===== src/rtl/rv32i_types.sv =====
// Shared RV32I types: instruction layout, opcodes and the multicycle controller's
// state, select and halt-cause encodings.
package rv32i_types;

    typedef enum logic [6:0] {
        op_lui   = 7'b0110111,
        op_auipc = 7'b0010111,
        op_jal   = 7'b1101111,
        op_jalr  = 7'b1100111,
        op_br    = 7'b1100011,
        op_load  = 7'b0000011,
        op_store = 7'b0100011,
        op_imm   = 7'b0010011,
        op_reg   = 7'b0110011
    } rv32i_opcode;

    typedef struct packed {
        logic [6:0] funct7;
        logic [4:0] rs2;
        logic [4:0] rs1;
        logic [2:0] funct3;
        logic [4:0] rd;
        logic [6:0] opcode;
    } instr_t;

    typedef enum logic [2:0] {
        FETCH   = 3'd0,
        DECODE  = 3'd1,
        EXECUTE = 3'd2,
        MEM     = 3'd3,
        HALT    = 3'd4
    } ctrl_state_t;

    typedef enum logic [1:0] {
        PC_PLUS4    = 2'd0,
        PC_ALU      = 2'd1,
        PC_ALU_MOD2 = 2'd2
    } pc_sel_t;

    typedef enum logic [2:0] {
        RD_ALU  = 3'd0,
        RD_CMP  = 3'd1,
        RD_UIMM = 3'd2,
        RD_PC4  = 3'd3,
        RD_LOAD = 3'd4
    } rd_sel_t;

    typedef enum logic [1:0] {
        HC_NONE     = 2'd0,
        HC_ILLEGAL  = 2'd1,
        HC_MISALIGN = 2'd2,
        HC_TIMEOUT  = 2'd3
    } halt_cause_t;

    localparam logic ADDR_SEL_PC  = 1'b0;
    localparam logic ADDR_SEL_ALU = 1'b1;

    localparam logic [2:0] F3_SLT  = 3'b010;
    localparam logic [2:0] F3_SLTU = 3'b011;

    // Access size lives in funct3[1:0]; funct3[2] only selects sign/zero extension.
    localparam logic [1:0] SZ_B = 2'b00;
    localparam logic [1:0] SZ_H = 2'b01;
    localparam logic [1:0] SZ_W = 2'b10;

    function automatic logic instr_legal(instr_t i);
        logic ok;
        ok = 1'b0;
        case (i.opcode)
            op_lui, op_auipc, op_jal, op_jalr, op_br, op_imm, op_reg: ok = 1'b1;
            op_load:  ok = (i.funct3[1:0] != 2'b11) && !(i.funct3[2] && i.funct3[1]);
            op_store: ok = !i.funct3[2] && (i.funct3[1:0] != 2'b11);
            default:  ok = 1'b0;
        endcase
        return ok;
    endfunction

endpackage


===== src/rtl/rv32i_mask_gen.sv =====
// Byte-lane mask and alignment check for a load or store, from funct3 and the
// low address bits.
module rv32i_mask_gen
    import rv32i_types::*;
(
    input  logic [2:0] funct3,
    input  logic [1:0] mem_addr_lsb,
    input  logic       is_store,
    output logic [3:0] rmask,
    output logic [3:0] wmask,
    output logic       misaligned
);

    logic [3:0] mask;
    logic       unused_sign;

    // Extension kind does not affect which lanes are touched.
    assign unused_sign = funct3[2];

    // NOTE: every output of a combinational block gets a default first so no latch is inferred.
    always_comb begin
        mask       = 4'b0000;
        misaligned = 1'b0;
        case (funct3[1:0])
            SZ_B: mask = 4'b0001 << mem_addr_lsb;
            SZ_H: begin
                mask       = 4'b0011 << mem_addr_lsb;
                misaligned = mem_addr_lsb[0];
            end
            SZ_W: begin
                mask       = 4'b1111;
                misaligned = |mem_addr_lsb;
            end
            default: ;
        endcase
    end

    assign rmask = is_store ? 4'b0000 : mask;
    assign wmask = is_store ? mask : 4'b0000;

endmodule


===== src/rtl/rv32i_mc_ctrl.sv =====
// Multicycle RV32I control FSM around one shared memory port.
// Define MC_CTRL_ORDER_EN to build the 64-bit retired-instruction counter on order.
module rv32i_mc_ctrl
    import rv32i_types::*;
#(
    parameter int unsigned MEM_TIMEOUT = 255
) (
    input  logic        clk,
    input  logic        rst,
    input  logic        mem_resp,
    input  logic [31:0] ir,
    input  logic        br_en,
    input  logic [1:0]  mem_addr_lsb,
    output logic        mem_read,
    output logic        mem_write,
    output logic [3:0]  mem_rmask,
    output logic [3:0]  mem_wmask,
    output logic        addr_sel,
    output logic        load_ir,
    output logic        load_pc,
    output logic [1:0]  pc_sel,
    output logic        load_rd,
    output logic [2:0]  rd_sel,
    output logic        commit,
    output logic [63:0] order,
    output logic        halted,
    output logic [1:0]  halt_cause
);

    localparam int CNT_W = $clog2(MEM_TIMEOUT + 1);

    instr_t            instr;
    ctrl_state_t       state, state_n;
    halt_cause_t       cause_q, cause_n;
    logic              rst_hold;
    logic [CNT_W-1:0]  wait_cnt;
    logic              is_load, is_store, rd_nz;
    logic              req_active, timeout;
    logic [3:0]        ls_rmask, ls_wmask;
    logic              misaligned;
    logic              unused_fields;

    assign instr         = instr_t'(ir);
    assign is_load       = (instr.opcode == op_load);
    assign is_store      = (instr.opcode == op_store);
    assign rd_nz         = (instr.rd != 5'd0);
    assign unused_fields = ^{instr.funct7, instr.rs1, instr.rs2};

    rv32i_mask_gen u_mask_gen (
        .funct3       (instr.funct3),
        .mem_addr_lsb (mem_addr_lsb),
        .is_store     (is_store),
        .rmask        (ls_rmask),
        .wmask        (ls_wmask),
        .misaligned   (misaligned)
    );

    // rst_hold keeps the outputs quiet for the cycle following a reset edge.
    assign req_active = !rst_hold && ((state == FETCH) || (state == MEM));
    assign timeout    = req_active && !mem_resp && (wait_cnt == CNT_W'(MEM_TIMEOUT - 1));

    always_comb begin
        state_n    = state;
        cause_n    = cause_q;
        mem_read   = 1'b0;
        mem_write  = 1'b0;
        mem_rmask  = 4'b0000;
        mem_wmask  = 4'b0000;
        addr_sel   = ADDR_SEL_PC;
        load_ir    = 1'b0;
        load_pc    = 1'b0;
        pc_sel     = PC_PLUS4;
        load_rd    = 1'b0;
        rd_sel     = RD_ALU;
        commit     = 1'b0;
        halted     = 1'b0;
        halt_cause = HC_NONE;
        if (!rst_hold) begin
            case (state)
                FETCH: begin
                    mem_read  = 1'b1;
                    mem_rmask = 4'b1111;
                    addr_sel  = ADDR_SEL_PC;
                    if (mem_resp) begin
                        load_ir = 1'b1;
                        state_n = DECODE;
                    end else if (timeout) begin
                        state_n = HALT;
                        cause_n = HC_TIMEOUT;
                    end
                end
                DECODE: begin
                    if (!instr_legal(instr)) begin
                        state_n = HALT;
                        cause_n = HC_ILLEGAL;
                    end else begin
                        state_n = EXECUTE;
                    end
                end
                EXECUTE: begin
                    if (is_load || is_store) begin
                        if (misaligned) begin
                            state_n = HALT;
                            cause_n = HC_MISALIGN;
                        end else begin
                            state_n = MEM;
                        end
                    end else begin
                        load_pc = 1'b1;
                        commit  = 1'b1;
                        load_rd = (instr.opcode != op_br) && rd_nz;
                        state_n = FETCH;
                        case (instr.opcode)
                            op_lui:   rd_sel = RD_UIMM;
                            op_auipc: rd_sel = RD_ALU;
                            op_imm, op_reg:
                                rd_sel = ((instr.funct3 == F3_SLT) || (instr.funct3 == F3_SLTU))
                                         ? RD_CMP : RD_ALU;
                            op_jal: begin
                                rd_sel = RD_PC4;
                                pc_sel = PC_ALU;
                            end
                            op_jalr: begin
                                rd_sel = RD_PC4;
                                pc_sel = PC_ALU_MOD2;
                            end
                            op_br:   pc_sel = br_en ? PC_ALU : PC_PLUS4;
                            default: ;
                        endcase
                    end
                end
                MEM: begin
                    addr_sel  = ADDR_SEL_ALU;
                    mem_read  = is_load;
                    mem_write = is_store;
                    mem_rmask = ls_rmask;
                    mem_wmask = ls_wmask;
                    if (mem_resp) begin
                        load_pc = 1'b1;
                        pc_sel  = PC_PLUS4;
                        commit  = 1'b1;
                        load_rd = is_load && rd_nz;
                        if (is_load) rd_sel = RD_LOAD;
                        state_n = FETCH;
                    end else if (timeout) begin
                        state_n = HALT;
                        cause_n = HC_TIMEOUT;
                    end
                end
                HALT: begin
                    halted     = 1'b1;
                    halt_cause = cause_q;
                end
                default: state_n = FETCH;
            endcase
        end
    end

    // NOTE: sequential state uses non-blocking assignments so every flop samples pre-edge values.
    always_ff @(posedge clk) begin
        if (rst) begin
            state    <= FETCH;
            cause_q  <= HC_NONE;
            rst_hold <= 1'b1;
            wait_cnt <= '0;
        end else begin
            state    <= state_n;
            cause_q  <= cause_n;
            rst_hold <= 1'b0;
            wait_cnt <= (req_active && !mem_resp) ? wait_cnt + CNT_W'(1) : '0;
        end
    end

`ifdef MC_CTRL_ORDER_EN
    logic [63:0] order_q;

    always_ff @(posedge clk) begin
        if (rst)         order_q <= 64'd0;
        else if (commit) order_q <= order_q + 64'd1;
    end

    assign order = order_q;
`else
    assign order = 64'd0;
`endif

endmodule


===== config.mk =====
export PLATFORM = sky130hd
export DESIGN_NAME = rv32i_mc_ctrl
export DESIGN_NICKNAME = d
export VERILOG_FILES = /design/src/rtl/rv32i_types.sv /design/src/rtl/rv32i_mask_gen.sv /design/src/rtl/rv32i_mc_ctrl.sv
export SDC_FILE = /design/constraint.sdc
export NUM_CORES = 1
export LEC_CHECK = 0
export ABC_AREA = 1
export CORE_ASPECT_RATIO = 1.2
export CORE_MARGIN = 2
export CORE_UTILIZATION = 35
export CTS_CLUSTER_SIZE = 30
export DETAILED_ROUTE_END_ITERATION = 12
export GPL_ROUTABILITY_DRIVEN = 1
export PLACE_DENSITY_LB_ADDON = 0.08
export SLEW_MARGIN = 20
export SYNTH_ARGS = -nofsm -noshare
export SYNTH_HDL_FRONTEND = slang
export SYNTH_SLANG_ARGS = --single-unit

===== constraint.sdc =====
create_clock -name clk -period 1.7 [get_ports clk]
set_input_delay 0.34 -clock clk [delete_from_list [all_inputs] [get_ports clk]]
set_output_delay 0.34 -clock clk [all_outputs]
set_load 0.05 [all_outputs]

## After elaboration in Yosys (flattened, before gate mapping)

Cells that the tools add are included.

- Register bits: 14
- Bits in latches: 0
- Bits in writable memories: 0
- Bits in read-only memories: 0
- Input port bits: 38
- Output and inout bits: 87
- Logic and storage cells: 119
- Memories: 0

- Add/subtract/negate cells: 1
- $mul: 0
- Div/mod/pow operators: 0
- $lt $le $gt $ge: 0
- Equality and inequality tests: 25
- Shifts and indexed selects: 2
- Mux-type cells: 57
- Bitwise logic cells: 3
- Reduce and logical (&&, ||, !) cells: 27

Operators by type and width:

| kind | count |
|---|---|
| 2-to-1 mux 3 bit | 9 |
| 2-to-1 mux 2 bit | 11 |
| equality test 7 x 6 -> 1 bit, second input constant | 3 |
| equality test 7 bit, second input constant | 3 |
| 2-to-1 mux 1 bit | 20 |
| 2-to-1 mux 4 bit | 5 |
| one-hot mux 2 bit (3 select lines) | 3 |
| one-hot mux 3 bit (5 select lines) | 1 |
| equality test 7 x 5 -> 1 bit, second input constant | 2 |
| equality test 3 x 2 -> 1 bit, second input constant | 4 |
| one-hot mux 4 bit (3 select lines) | 1 |
| != test 2 bit, second input constant | 5 |
| OR reduction 2 bit | 5 |
| adder 8 x 1 -> 8 bit, second input constant | 1 |
| equality test 8 bit, second input constant | 1 |
| logical AND 1 bit | 8 |
| one-hot mux 1 bit (2 select lines) | 4 |
| one-hot mux 4 bit (2 select lines) | 1 |
| equality test 7 x 2 -> 1 bit, second input constant | 1 |
| != test 7 bit, second input constant | 1 |
| AND reduction 7 bit | 1 |
| OR reduction 7 bit | 1 |
| one-hot mux 3 bit (2 select lines) | 1 |
| nonzero test 5 bit | 1 |
| other kinds (15) | 22 |

## Longest topological paths before layout

Gate-level depths: netlist (run 1).

- Word-level depth: 8
- Gate-level depth with buffers: 13
- Depth with buffers taken out: 13

## By module

A second synthesis (run 1) with hierarchy kept.

- Cells, all modules: 277
- Area total of the unflattened synthesis: 1705.4 µm²

By module, submodules not included:

| module | times used | cells each | area an instance (µm²) | sequential area each (µm²) |
|---|---|---|---|---|
| rv32i_mc_ctrl | 1 | 248 | 1570.3 | 280.3 |
| rv32i_mask_gen | 1 | 29 | 135.1 | 0.0 |

## Least setup slack after synthesis (run 1)

No wires, ideal clock.

- Kind: reg-to-output
- From: register state[0]
- To: output port mem_wmask[2]
- Arrival time: 2.618 ns
- Data required time: 1.360 ns
- Slack: -1.258 ns
- Cell stages (with the launch flop): 5
- Path buffers: 0
- Cells stage by stage: dfxtp_1 nand3_2 nor2_1 nand2_1 nor3_1

- Cells in the longest elaborated chain, start to end: 3

RTL lines:

| what | RTL line | source |
|---|---|---|
| start, declared | rv32i_mc_ctrl.sv:33 | `ctrl_state_t state, state_n;` |
| start signal, assigned | rv32i_mc_ctrl.sv:167 | `state <= state_n;` |
| equality test 3 x 2 -> 1 bit | rv32i_mc_ctrl.sv:79 | `case (state)` |
| 2-to-1 mux 4 bit | rv32i_mc_ctrl.sv:79 |  |
| 2-to-1 mux 4 bit | rv32i_mc_ctrl.sv:78 | `if (!rst_hold) begin` |
| end, declared | rv32i_mc_ctrl.sv:17 | `output logic [3:0] mem_wmask,` |

Every way passes these cells.

## Worst setup path in the final report (run 1)

- From: register state[0]
- To: output port load_rd

- Cells in the longest elaborated chain, start to end: 3
- Elaborated cells on any way between the ends: 4
- Classes of those cells: eq/ne (2); mux (2)

RTL lines:

| what | RTL line | source |
|---|---|---|
| equality test 3 x 2 -> 1 bit | rv32i_mc_ctrl.sv:79 |  |
| one-hot mux 1 bit (2 select lines) * | rv32i_mc_ctrl.sv:79 |  |
| 2-to-1 mux 1 bit * | rv32i_mc_ctrl.sv:78 |  |
| end, declared | rv32i_mc_ctrl.sv:22 | `output logic load_rd,` |

Every way passes the cells marked *; elsewhere a longest branch is shown, timed or not.

==> impl_metrics.toml, run 1 <==
[cts]
cts.clk_slew.worst_paths_ps = 60
ctsHtreeMaxLevel = 1
cts_buffers = 3
root_buffer = "clkbuf_8"
clock_sinks = 14
cts_buffer_depth = 2
clk_latency_ps = 240
cts_tree = "built"

[global_route]
grt_pass1_wl_um = 6886
grt_overflow = 0
grt_usage_pct = 16.34
grt_max_degree = 9
antenna_found_initial = 0
grt_pass1_vias = 1659

[detailed_routing]
num_vias = 1763
drt_iter0_markers = 30
drc = 0
drt_wl_total_um = 4409
routedWlPerCell_um = 10.57
viasPerCell = 4.228
first_pass_iters = 4
ant_nets = 0

[logic_synthesis]
synth_seq_area_share_pct = 16.67
synth_area_leaders = "buf_4 (29%), dfxtp_1 (17%), nand2_1 (9.6%)"
synth_most_common_cell = "buf_4"
synthArstFlopShare_pct = 0
synthDominantCellAreaShare_pct = 29.02
ys_warn_count = 0
netlist_area_sq_mm = 0.001682
synth-edff-count = 0
syn_inst = 260
ys.flop_type = "dfxtp_1"
ys_ff_latch = 14
synth_cell_types = 32
yosys.area.top_type = "buf_4"
avgSynthCellArea_sq_um = 6.468
yosys-top-cells-count = "buf_4 (65), nand2_1 (43), nor2_1 (32)"

[floorplanning]
die_h_um = 79.93
rows = 27
ios = 125
core_area_sq_mm = 0.004594
initial_core_util_pct = 36.60
dieArea_sq_mm = 0.005377
die_w_um = 67.28

[placement]
dp_hpwl_um = 3546
post_dp_cell_area_sq_mm = 0.002571
pre_cts_ws_ps = -524.2
gp_congestion = 0.8112
placed_cells = 395
portBuffers = 43

[sta]
finalClockSkew_ps = 4.837
report.final.slew_viol_count = 0
fin_ws_ps = -213.1
hold_violations = 0
clock.fmax_mhz = 522.7
fin_crit_sh_pct = 112.5
post-route-min-period_ps = 1913
tns_ps = -1887
grt_setup_unrepaired = "true"
finalSetupViolCount = 19

[setup_path]
cp_data_arrival_time_ps = 1570
path_max_fanout = 4
critPathSlowestCell = "dfxtp_4"
required_ps = 1360
crit_chain = "nor3_4, inv_2, nor2_4, nand2_2, a221oi_4, buf_12"
endpoint_kind = "output port"
worst_setup_path_start_kind = "flop"
cpPeakStageDelay_ps = 370
critPathKind = "reg -> out"

[finish]
fin_area_sq_mm = 0.003023
regArea_sq_um = 291.5
final_cells = 417
multi_input_area_sq_mm = 0.001393
syn_to_final_growth_pct = 79.76
final_core_util_pct = 65.80
drive_gt1_share_pct = 49.30
fillers = 398
diodes = 0
final_nets = 403

[power_and_ir_drop]
clkPwrFrac_pct = 20.0
p_leak_nw = 1.372
sequentialPowerShare_pct = 25.1
power_frac_comb_pct = 54.9
p_per_area_mw_per_mm2 = 457.0
switching_share_pct = 48.01
p_switching_mw = 0.6633
p_int_mw = 0.7182
ir_drop_v = 0.0004574

[status]
status = "complete, but fails checks"
violations = "setup timing"

[job]
max-cap-violations = 0

[worst_hold_path]
min_path_type = "reg -> reg"
-- metal layers --
metal / share of wire (%) / vias to the layer above / GRT usage [%] / routed length (um)
met1: 37 / 804 / 17.22 / 1639
met2: 57 / 54 / 32.87 / 2513
met4: 0.77 / 0 / 3.673 / 34
li1: - / 900 / - / -
met5: 0 / - / 0 / 0
met3: 5.0 / 5 / 2.116 / 222
-- final cells by class --
class                      count  share of cell area (%)
inverter                      29                   3.974
timing repair buffer          98                   36.42
multi-input combinational    214                   46.07
tap                           58                   2.401
clock buffer                   4                   1.490
sequential                    14                   9.644
-- worst max-delay path: cells and delay by family (launching register included) --
| family | cells | cell delay [ps] |
|---|---|---|
| compound gates | 1 | 260 |
| simple gates | 3 | 450 |
| flops | 1 | 370 |
| buf+inv | 2 | 240 |
-- stage by stage --
stage	power, mW	hold WS (ps)
floorplan	0.9504	367.7
global placement	1.023	454.6
detailed placement	1.024	467.2
CTS	1.365	480.0
global route	1.449	506.6
finish	1.381	479.8
-- cell usage in the layout, fill, tap and decap left out, types with 5 or more instances in the layout --
master           count
nand4_1              5
buf_12              23
nand2_2             13
nand2_1             29
nand2_4              5
conb_1              64
nor2_4              13
clkdlybuf4s50_1      8
dfxtp_1             11
inv_2               10
a21oi_2              6
a21oi_4              5
nand3_1              7
nor2_2               6
nor2_1              18
buf_4               46
buf_6               15
inv_1               15
-- power by group through the flow --
stage	clock network [mW]	registers (mW)	logic [mW]
3_5_place_dp	0	0.354	0.669
3_3_place_gp	0	0.355	0.669
6_report	0.277	0.346	0.758
4_1_cts	0.286	0.346	0.732
2_1_floorplan	0	0.353	0.597
5_1_grt	0.302	0.347	0.800
-- registers in the layout, indices dropped and copies added, names as in the netlist --
register and cells:
cause_q 2, wait_cnt 8, rst_hold 1, state 3
-- cells by family after synthesis --
| kind of cell | count (synthesis) | synth area share (%) |
|---|---|---|
| buffers and inverters | 95 | 35.71 |
| flip-flops | 14 | 16.67 |
| AND/OR/NAND/NOR | 115 | 32.96 |
| other | 1 | 0.2230 |
| AO/OA/AOI/OAI | 28 | 9.673 |
| adder cells (fa/ha/maj) | 5 | 3.720 |
| XOR/XNOR | 2 | 1.042 |
-- timing repair --
action,4_1_cts,5_1_grt
setup buffers,12,6
setup endpoints to repair,26,25
gates resized for setup,112,14
pin swaps,34,16
hold buffers,0,0
-- path summary, 6_finish.rpt --
check / slack [ps] / depth (start not counted) / startpoint / endpoint
min: 480 / 2 / wait_cnt[3] / wait_cnt[3]
max: -210 / 6 / state[0] / load_rd
max reg2reg: 60 / 12 / state[1] / state[1]
min reg2reg: 480 / 2 / wait_cnt[3] / wait_cnt[3]
Power figures use the tool's default switching activity.
==> run 2, diff against run 1 <==
--- a/config.mk
+++ b/config.mk
@@ -6,12 +6,14 @@
 export NUM_CORES = 1
 export LEC_CHECK = 0
 export ABC_AREA = 1
+export CELL_PAD_IN_SITES_DETAIL_PLACEMENT = 0
+export CELL_PAD_IN_SITES_GLOBAL_PLACEMENT = 2
 export CORE_ASPECT_RATIO = 1.2
 export CORE_MARGIN = 2
-export CORE_UTILIZATION = 35
+export CORE_UTILIZATION = 16
 export CTS_CLUSTER_SIZE = 30
 export DETAILED_ROUTE_END_ITERATION = 12
-export GPL_ROUTABILITY_DRIVEN = 1
+export GPL_ROUTABILITY_DRIVEN = 0
 export PLACE_DENSITY_LB_ADDON = 0.08
 export SLEW_MARGIN = 20
 export SYNTH_ARGS = -nofsm -noshare
==> impl_metrics.toml, run 2 (synthesized netlist as in run 1, its figures left out) <==
[status]
status = "complete, but fails checks"
violations = "setup timing"

[detailed_routing]
drt_wl_total_um = 4988
wl_met2_um = 2853
drt_iter0_markers = 37
drc = 0
routedWlPerCell_um = 10.06
top_layer_used = "met4"
met1Wirelength_um = 1926
first_pass_iters = 3
viasPerCell = 3.599
ant_nets = 0
num_vias = 1785
wl_met3_um = 184

[sta]
post-route-min-period_ps = 1927
finalClockSkew_ps = 2.005
clock.fmax_mhz = 518.9
tns_ps = -2100
report.final.slew_viol_count = 0
timing.hold.ws_ps = 484.5
fin_ws_ps = -227.3
grt_setup_unrepaired = "true"
finalSetupViolCount = 18
fin_crit_sh_pct = 113.4
hold_violations = 0

[finish]
diodes = 0
syn_to_final_growth_pct = 91.29
final_common_cell = "conb_1"
final_nets = 411
layout_common_cells = "conb_1 (64), buf_4 (56), nand2_1 (28), buf_12 (23), nand2_2 (16)"
largest-register = "wait_cnt"
largest_reg_flops = 8
top_regs = "wait_cnt: 8 flops, state: 3 flops, cause_q: 2 flops"
drive_gt1_share_pct = 51.23

[setup_path]
required_ps = 1360
worst_setup_path_start_kind = "flop"
endpoint_kind = "output port"
cp_data_arrival_time_ps = 1590
critPathKind = "reg -> out"
path_max_fanout = 3

[cts]
root_buffer = "clkbuf_16"
clock_sinks = 14
cts_buffers = 3
cts_tree = "built"
clk_latency_ps = 240
ctsHtreeMaxLevel = 1
cts_buffer_depth = 2
cts.clk_slew.worst_paths_ps = 50
hold_buffers = 0

[floorplanning]
ios = 125
die_h_um = 116.3
core_area_sq_mm = 0.01036
die_w_um = 97.59
dieArea_sq_mm = 0.01135
initial_core_util_pct = 16.23
rows = 41

[worst_hold_path]
min_path_type = "reg -> reg"

[global_route]
grt_max_degree = 9
grt_pass1_wl_um = 8362
grt_usage_pct = 8.943
grt_pass1_vias = 1758
grt_overflow = 0
antenna_found_initial = 0

[power_and_ir_drop]
p_per_area_mw_per_mm2 = 509.9
ir_drop_v = 0.0004453
sequentialPowerShare_pct = 21.0
clkPwrFrac_pct = 30.2
p_switching_mw = 0.7076
switching_share_pct = 43.14
p_leak_nw = 1.422
power_frac_comb_pct = 48.7
p_int_mw = 0.9326

[placement]
pre_cts_ws_ps = -619.5
dp_hpwl_um = 4129
portBuffers = 43

[job]
max-cap-violations = 0
## run 2: cell types whose count changed in the layout (fill, tap and decap cells not counted), sizes merged
cell / delta
clkbuf: +3
dlygate4sd2: +1
buf: +4
## run 2: area by class of cell
class | count | area, sq um
inverters | 29 | 120.1
well taps | 129 | 161.4
multi-input cells | 214 | 1439
flip-flops and latches | 14 | 289.0
fillers | 1126 | 7146
clock buffers | 4 | 88.84
repair buffers | 106 | 1119
## run 2: stage by stage
stage / utilization (%) / total power, mW / area, sq um / instances
global route: 31.04 / 1.723 / 3217 / 496
CTS: 30.09 / 1.622 / 3118 / 494
finish: 31.04 / 1.640 / 3217 / 496
global placement: 26.44 / 1.058 / 2740 / 475
detailed placement: 26.44 / 1.055 / 2740 / 475
floorplan: - / 0.9504 / 2064 / 323
## run 2: timing repair
action	in CTS	in global routing
setup buffers	15	4
setup endpoints to repair	27	25
pin swaps	25	24
gates resized for setup	85	33
## run 2: worst max-delay path: stages, from the launching register on
cell and delay [ps]:
dfxtp_4 350, buf_6 120, nor3_4 140, inv_2 80, nor2_4 140, nand2_2 80
a221oi_4 260, buf_12 170
## run 2: power by group through the flow
stage,Combinational (mW),Clock (mW),Sequential [mW]
after global placement,0.705,0,0.353
after floorplan,0.597,0,0.353
after detailed placement,0.702,0,0.353
after CTS,0.768,0.508,0.346
final,0.799,0.496,0.345
after global routing,0.849,0.528,0.346
## run 2: worst paths after layout
check | startpoint | to | slack (ps) | cells after the start
setup / recovery | state[2] | load_rd | -230 | 7
hold / removal | wait_cnt[3] | wait_cnt[3] | 480 | 2
setup reg to reg | state[1] | state[2] | 170 | 11
hold reg to reg | wait_cnt[3] | wait_cnt[3] | 480 | 2
## run 2: per-layer routing
layer  vias to the layer above  GRT usage [%]
met2                        48          17.98
met1                       821          10.12
met4                         0          1.667
met3                         2          1.197
li1                        914              -
met5                         -              0
==> run 3, diff against run 2 <==
--- a/config.mk
+++ b/config.mk
@@ -11,9 +11,11 @@
 export CORE_ASPECT_RATIO = 1.2
 export CORE_MARGIN = 2
 export CORE_UTILIZATION = 16
+export CTS_BUF_LIST = sky130_fd_sc_hd__clkbuf_2 sky130_fd_sc_hd__clkbuf_4 sky130_fd_sc_hd__clkbuf_8
 export CTS_CLUSTER_SIZE = 30
 export DETAILED_ROUTE_END_ITERATION = 12
 export GPL_ROUTABILITY_DRIVEN = 0
+export GPL_TIMING_DRIVEN = 0
 export PLACE_DENSITY_LB_ADDON = 0.08
 export SLEW_MARGIN = 20
 export SYNTH_ARGS = -nofsm -noshare
==> impl_metrics.toml, run 3 (synthesized netlist as in run 1, its figures left out) <==
[status]
status = "complete, but fails checks"
violations = "setup timing"

[global_route]
grt_pass1_wl_um = 7866
antenna_found_initial = 0
grt_max_degree = 11
grt_overflow = 0
grt_usage_pct = 8.340
grt_pass1_vias = 1674

[sta]
finalClockSkew_ps = 3.166
fin_crit_sh_pct = 110.4
post-route-min-period_ps = 1876
hold_violations = 0
finalSetupViolCount = 16
timing.hold.ws_ps = 480.7
report.final.slew_viol_count = 0
clock.fmax_mhz = 533.1
fin_ws_ps = -176.0
grt_setup_unrepaired = "true"

[worst_hold_path]
min_from = "cause_q[1]"
hold_depth = 2
min_path_type = "reg -> reg"
holdPathEnd = "cause_q[1]"

[placement]
pre_cts_ws_ps = -1291
post_dp_cell_area_sq_mm = 0.002656
placed_cells = 495
portBuffers = 43
dp_hpwl_um = 3976

[cts]
ctsHtreeMaxLevel = 1
cts_buffer_depth = 2
cts.clk_slew.worst_paths_ps = 60
root_buffer = "clkbuf_8"
hold_buffers = 0
clk_latency_ps = 240
cts_buffers = 3
cts_tree = "built"
clock_sinks = 14

[finish]
top_regs = "wait_cnt: 8 flops, state: 3 flops, cause_q: 2 flops"
syn_to_final_growth_pct = 94.05
final_nets = 448
final_core_util_pct = 31.49
fin_area_sq_mm = 0.003263
final_cells = 533
final_common_cell = "buf_4"
fillers = 1147
drive_gt1_share_pct = 53.22
largest_reg_flops = 8
layout_common_cells = "buf_4 (90), conb_1 (64), nand2_1 (30), buf_6 (24), nor2_1 (19)"
largest-register = "wait_cnt"
diodes = 0

[floorplanning]
die_w_um = 97.59
rows = 41
die_h_um = 116.3
core_area_sq_mm = 0.01036
initial_core_util_pct = 16.23
ios = 125
dieArea_sq_mm = 0.01135

[setup_path]
endpoint_kind = "output port"
r2r-start = "state[2]"
worst_setup_path_start_kind = "flop"
path_max_fanout = 4
cp_data_arrival_time_ps = 1540
required_ps = 1360
reg2reg_to = "wait_cnt[2]"
r2r_slack_ps = 120
critPathKind = "reg -> out"
reg2regPathDepth = 7

[job]
max-cap-violations = 0

[detailed_routing]
drt_iter0_markers = 54
drc = 0
first_pass_iters = 4
ant_nets = 0
drt_wl_total_um = 4996
viasPerCell = 3.488
routedWlPerCell_um = 9.373
num_vias = 1859

[power_and_ir_drop]
p_leak_nw = 1.587
ir_drop_v = 0.0002449
p_per_area_mw_per_mm2 = 445.5
run 3: cell types whose count changed in the layout (fill, tap and decap cells not counted), moves of 3 or more:
cell,before,now
a21oi_2,3,7
a21oi_4,8,2
buf_12,23,1
buf_4,56,90
buf_6,7,24
buf_8,0,8
clkbuf_16,3,0
clkbuf_4,0,3
clkbuf_8,1,4
nand2_2,16,10
nand2_4,3,7
nor2_1,14,19
nor2_2,10,5
run 3: cell type report:
class                           count  area [sq um]  share of cell area (%)
Buffer                             66         505.5                   15.49
Timing Repair Buffer               77         745.7                   22.85
Tap cell                          129         161.4                   4.946
Inverter                           29         130.1                   3.988
Sequential cell                    14         291.5                   8.934
Multi-Input combinational cell    214          1380                   42.29
Clock buffer                        4         48.80                   1.495
run 3: per-layer routing:
layer | up-vias | global-route usage, % | wire length (um)
li1 | 983 | - | -
met3 | 2 | 0.8378 | 203
met5 | - | 0 | 0
met1 | 828 | 9.544 | 1935
met4 | 0 | 1.389 | 15
met2 | 46 | 16.92 | 2842
run 3: through the flow:
| stage | setup TNS [ps] | total power [mW] |
|---|---|---|
| 5_1_grt | -2653 | 1.537 |
| 4_1_cts | -1608 | 1.432 |
| 2_1_floorplan | -1815 | 0.9504 |
| 6_report | -1273 | 1.454 |
| 3_3_place_gp | -26930 | 1.072 |
| 3_5_place_dp | -26540 | 1.071 |
run 3: worst max-delay path, cell delays in order, from the launching register on:
cell,delay (ps)
dfxtp_4,370
nor3_4,220
inv_2,80
nor2_4,140
nand2_2,80
a221oi_4,220
buf_6,190
run 3: worst max path at each step:
stage	from	end	slack [ps]
after floorplan	ir[13]	mem_rmask[1]	-300
after global placement	ir[2]	load_rd	-1290
after detailed placement	ir[2]	load_rd	-1290
after CTS	state[0]	load_rd	-230
after global routing	state[1]	load_rd	-280
final	state[0]	load_rd	-180
run 3: power breakdown:
group          leakage [nW]  total (mW)  internal [mW]  switching [mW]
registers             0.116       0.348          0.335          0.0126
logic                  1.44       0.808          0.264           0.544
clock network        0.0262       0.299          0.181           0.117
run 3: repair_timing:
action,in CTS,in global routing
setup endpoints to repair,28,25
setup buffers,25,9
endpoints found under the hold margin,0,0
gates resized for setup,240,46
pin swaps,24,18
cloned,0,0
